**src/rtl/mult_pkg.sv**
```systemverilog
// Shared definitions for the sequential shift-add multiplier: FSM state
// encoding and the constant log2 helper used to size the step counter.
package mult_pkg;

   typedef enum logic [1:0] {
      IDLE = 2'd0,
      CALC = 2'd1,
      FIN  = 2'd2
   } state_e;

   // Ceiling log2; clog2(n) is the number of bits needed to hold 0..n-1.
   function automatic int clog2(input int n);
      int r;
      r = 0;
      while ((1 << r) < n) r++;
      return r;
   endfunction

endpackage

```
**src/rtl/mult_sign_adj.sv**
```systemverilog
// Combinational conditional two's-complement negate. Used as |v| on the
// operands (neg_i = sign bit) and as the final product sign fix-up.
module mult_sign_adj #(
   parameter int W = 8
) (
   input  logic [W-1:0] a_i,
   input  logic         neg_i,
   output logic [W-1:0] y_o
);

   assign y_o = neg_i ? (~a_i + W'(1)) : a_i;

endmodule

```
**src/rtl/multiplier_seq.sv**
```systemverilog
// Sequential radix-2 shift-add multiplier with start/busy/done handshake;
// signed mode multiplies magnitudes and negates the product at the end.
module multiplier_seq
   import mult_pkg::*;
#(
   parameter int WIDTH = 8
) (
   input  logic                 cclk,
   input  logic                 rst,
   input  logic                 start,
   input  logic                 sign_mode,
   input  logic [WIDTH-1:0]     X,
   input  logic [WIDTH-1:0]     Y,
   output logic [2*WIDTH-1:0]   Z,
   output logic                 busy,
   output logic                 done
);

   localparam int PW = 2 * WIDTH;
   localparam int CW = clog2(WIDTH + 1);
   localparam logic [CW-1:0] LAST_STEP = CW'(WIDTH - 1);

   state_e           state_q;
   logic [PW-1:0]    mcand_q;
   logic [WIDTH-1:0] mplier_q;
   logic [PW-1:0]    acc_q;
   logic [PW-1:0]    z_q;
   logic [CW-1:0]    cnt_q;
   logic             neg_q;
   logic             busy_q;
   logic             done_q;

   logic [WIDTH-1:0] x_mag;
   logic [WIDTH-1:0] y_mag;
   logic [PW-1:0]    acc_d;
   logic [PW-1:0]    z_d;

   // |-2^(WIDTH-1)| wraps to 2^(WIDTH-1), which is the right unsigned magnitude.
   mult_sign_adj #(.W(WIDTH)) u_abs_x (
      .a_i  (X),
      .neg_i(sign_mode & X[WIDTH-1]),
      .y_o  (x_mag)
   );

   mult_sign_adj #(.W(WIDTH)) u_abs_y (
      .a_i  (Y),
      .neg_i(sign_mode & Y[WIDTH-1]),
      .y_o  (y_mag)
   );

   mult_sign_adj #(.W(PW)) u_neg_z (
      .a_i  (acc_q),
      .neg_i(neg_q),
      .y_o  (z_d)
   );

   assign acc_d = acc_q + (mplier_q[0] ? mcand_q : '0);

   // NOTE: all state here uses non-blocking assignments so every register
   // samples pre-edge values; blocking would make order-dependent shortcuts.
   always_ff @(posedge cclk) begin
      if (rst) begin
         state_q  <= IDLE;
         mcand_q  <= '0;
         mplier_q <= '0;
         acc_q    <= '0;
         z_q      <= '0;
         cnt_q    <= '0;
         neg_q    <= 1'b0;
         busy_q   <= 1'b0;
         done_q   <= 1'b0;
      end else begin
         done_q <= 1'b0;
         case (state_q)
            IDLE: begin
               if (start) begin
                  mcand_q  <= {{WIDTH{1'b0}}, x_mag};
                  mplier_q <= y_mag;
                  acc_q    <= '0;
                  cnt_q    <= '0;
                  neg_q    <= sign_mode & (X[WIDTH-1] ^ Y[WIDTH-1]);
                  busy_q   <= 1'b1;
                  state_q  <= CALC;
               end
            end
            CALC: begin
               acc_q    <= acc_d;
               mcand_q  <= mcand_q << 1;
               mplier_q <= mplier_q >> 1;
               cnt_q    <= cnt_q + CW'(1);
               if (cnt_q == LAST_STEP) state_q <= FIN;
            end
            FIN: begin
               z_q     <= z_d;
               done_q  <= 1'b1;
               busy_q  <= 1'b0;
               state_q <= IDLE;
            end
            default: begin
               busy_q  <= 1'b0;
               state_q <= IDLE;
            end
         endcase
      end
   end

   assign Z    = z_q;
   assign busy = busy_q;
   assign done = done_q;

endmodule

```
**config.mk**
```make
export PLATFORM = sky130hd
export DESIGN_NAME = multiplier_seq
export DESIGN_NICKNAME = d
export VERILOG_FILES = /design/src/rtl/mult_pkg.sv /design/src/rtl/mult_sign_adj.sv /design/src/rtl/multiplier_seq.sv
export SDC_FILE = /design/constraint.sdc
export NUM_CORES = 1
export LEC_CHECK = 0
export CAP_MARGIN = 20
export CORE_MARGIN = 1
export CORE_UTILIZATION = 25
export DETAILED_ROUTE_END_ITERATION = 10
export SYNTH_ARGS = -nofsm -noshare
export SYNTH_HDL_FRONTEND = slang
export SYNTH_HIERARCHICAL = 1
export SYNTH_SLANG_ARGS = --single-unit
export TNS_END_PERCENT = 100
```
**constraint.sdc**
```tcl
create_clock -name cclk -period 2.3 [get_ports cclk]
set_input_delay 0.345 -clock cclk [delete_from_list [all_inputs] [get_ports cclk]]
set_output_delay 0.345 -clock cclk [all_outputs]
set_load 0.005 [all_outputs]
```
==> out/metrics.yaml <==
run_status:
  status: "completed"
critical_path:
  end_kind: "register"
  r2r_setup_slack_ns: 0.02
  r2r_cells: 11
  worstSetupPathType: "register to register"
  cp_data_required_time_ns: 2.56
  cp.arrival_ns: 2.55
  cp-start-kind: "register"
  reg2reg_to: "acc_q[14]"
  path_max_fanout: 3
  r2r-start: "mcand_q[0]"
placement:
  io_buffers: 37
  dpl-instance-area_um2: 4530
  gp_congestion: 0.820
  hpwlAfterDp_mm: 7.01
routing:
  routed_wl_mm: 9.31
  drt.antenna.violating_nets: 0
  via_per_inst: 4.64
  wire_per_inst_um: 13.0
  drt_first_iter_violations: 119
  firstDrtPassIters: 4
  vias: 3334
  drcViolationCount: 0
die:
  die_h_um: 126
  core-area_um2: 15100
  die_x_um: 126
  rows: 45
  dieArea_um2: 15900
  io_pins: 38
  initial_utilization: 0.255
sta:
  final-max-slew-violation-count: 0
  skew_ns: 0.00793
  relSlewSlack: 0.538
  timing.hold.ws_ns: 0.452
  max_freq_mhz: 438
  finalSetupViolations: 0
  min_period_over_period: 0.992
  rsz0062_at_grt: "yes"
  tightest_slew_ns: 0.693
  fin_crit_ns: 2.28
  finalHoldViolations: 0
synthesis:
  ys.warnings.count: 6
  synth.distinct_cells: 52
  synthesis.nets: 515
  async_reset_ff_frac: 0
  synth-main-ff-cell: "dfxtp_1"
  synth.avg_cell_area_um2: 8.13
  synthTopCellsByArea: "dfxtp_1 34%, xnor2_1 7.7%, nand2_1 6.2%"
  yosysSeqAreaShare: 0.337
  synth_area_um2: 3860
  synth_cells: 475
  synth.largest_area_cell: "dfxtp_1"
  synth_seq_cells: 65
  synth_edf_count: 0
  synth_top_area_share: 0.337
grt:
  grt_max_degree: 24
  grt-busiest-layer: "met2"
  antenna_found_initial: 0
  gr-usage-met3: 0.0191
  grt.total_usage: 0.123
  grt_pass1_vias: 3263
  use_met2: 0.190
  grt_overflow: 0
  grt_use_met1: 0.171
  grt_pass1_wl_mm: 15.8
final_layout:
  layout-drive-gt1-share: 0.151
  area_delta_synth_final_pct: 28.4
  fillers: 1563
  final_area_um2: 4960
  nNetsFinal: 565
  diodes: 0
pwr:
  ir_worst_vdd_mv: 0.346
  power_leakage_nw: 1.94
  powerDensity_nw_per_um2: 634
clocking:
  htree_num_levels: 3
  cts_buffer_depth: 2
  clock_sinks: 65
  clock_latency_ns: 0.33
  cts.root.buffer_cell: "clkbuf_16"
  cts_tree: "yes"
  clk_pin_slew_ns: 0.06
  hold_buffers: 0
  numCtsBuffers: 9
worst_hold_path:
  whs_path_depth: 2
  hold_end: "Z[3]"
  hp-class: "register to register"
  worstHoldStart: "Z[3]"
run:
  cap_viol_max_count: 0
## flip-flops by register name (all words and copies together), names as in the netlist
name / flops
Z: 16
acc_q: 16
mcand_q: 16
mplier_q: 8
cnt_q: 4
state_q: 2
busy: 1
done: 1
neg_q: 1
## through the flow
| stage | total power, W | TNS, ns | std cells | worst slack [ns] | utilization |
|---|---|---|---|---|---|
| after floorplan | 0.00145 | 0 | 475 | 0.0156 | - |
| after global routing | 0.00326 | -0.152 | 718 | -0.0724 | 0.327 |
| after CTS | 0.00317 | 0 | 715 | 0.0247 | 0.323 |
| after global placement | 0.00157 | 0 | 699 | 0.0179 | 0.299 |
| final | 0.00314 | 0 | 718 | 0.0174 | 0.327 |
| after detailed placement | 0.00157 | -0.0500 | 699 | -0.0445 | 0.299 |
## cells by family after synthesis
family / Yosys count / share of synthesized area
xor gates and xnor gates: 41 / 0.0930
and+or+nand+nor: 193 / 0.242
AOI/OAI and AO/OA: 117 / 0.217
adders and majority gates: 20 / 0.0668
buffers and inverters: 39 / 0.0437
DFF: 65 / 0.337
## worst max-delay path by stage
stage	endpoint	start	slack [ns]	cells past startpoint
after floorplan	acc_q[12]	mplier_q[0]	0.02	11
after global placement	acc_q[12]	mcand_q[0]	0.02	10
after detailed placement	acc_q[12]	mcand_q[0]	-0.04	10
after CTS	acc_q[12]	mcand_q[0]	0.02	10
after global routing	acc_q[14]	mcand_q[0]	-0.07	11
final	acc_q[14]	mcand_q[0]	0.02	11
## synthesized netlist by cell type, types with 2 or more instances
library cell / n
nor2_1: 60
xor2_1: 7
nand2_2: 2
a21oi_1: 32
nor4_1: 6
xnor2_1: 34
or2_2: 2
o31ai_4: 2
nand4b_1: 2
nand2_1: 64
o21a_1: 3
and2_1: 18
buf_2: 9
nand4_1: 2
a22oi_1: 4
buf_4: 3
a31oi_1: 2
nand3_1: 4
clkbuf_1: 14
o41ai_2: 2
nand2b_1: 7
nor3_1: 11
a2bb2oi_1: 7
o211ai_1: 3
nor2b_1: 2
o21ai_0: 21
o31ai_2: 5
a22o_1: 13
ha_1: 19
o31ai_1: 3
or3_4: 5
dfxtp_1: 65
o21ai_1: 6
nand3b_1: 2
inv_1: 13
a21o_1: 4
a21boi_0: 2
## layout make-up
type	count	area, um^2	share of cell area
clock buffer	10	229	0.0462
clock inverter	6	116	0.0235
inverter	13	48.8	0.00984
multi-input combinational	371	2440	0.493
sequential	65	1300	0.263
tap	188	235	0.0475
timing repair buffer	65	581	0.117
## timing repair
item / 4_1_cts / 5_1_grt
pin swaps: 0 / 12
setup endpoints to repair: 3 / 6
buffers inserted: 0 / 3
resized for setup: 1 / 18
## where the power goes
group | internal [W] | switching, W | leakage (nW)
combinational | 0.000158 | 0.000187 | 1.24
sequential | 0.00117 | 0.0000392 | 0.529
clock | 0.00106 | 0.000525 | 0.167
total | 0.00239 | 0.000751 | 1.94
## per-layer routing
metal	vias up	share of wire
li1	1750	-
met1	1501	0.52
met2	79	0.43
met3	4	0.043
met4	0	0.0082
met5	-	0
## critical path: stages (launching register included)
cell      delay, ns
dfxtp_2        0.34
and2_4         0.15
ha_4           0.12
inv_2          0.04
fa_2           0.39
and2b_1        0.23
o211ai_1       0.14
a31oi_2        0.30
buf_4          0.17
a21oi_2        0.05
xor2_1         0.16
o21ai_1        0.13
## cells in the final DEF, fill, tap and decap left out, types with 13 or more instances in the layout
cell type / instances
o21ai_0: 17
a22o_1: 13
ha_1: 17
nor2_1: 59
dfxtp_1: 63
xnor2_1: 34
nand2_1: 64
and2_1: 17
clkdlybuf4s50_1: 37
a21oi_1: 31
buf_4: 28
(Power assumes the default switching activity.)
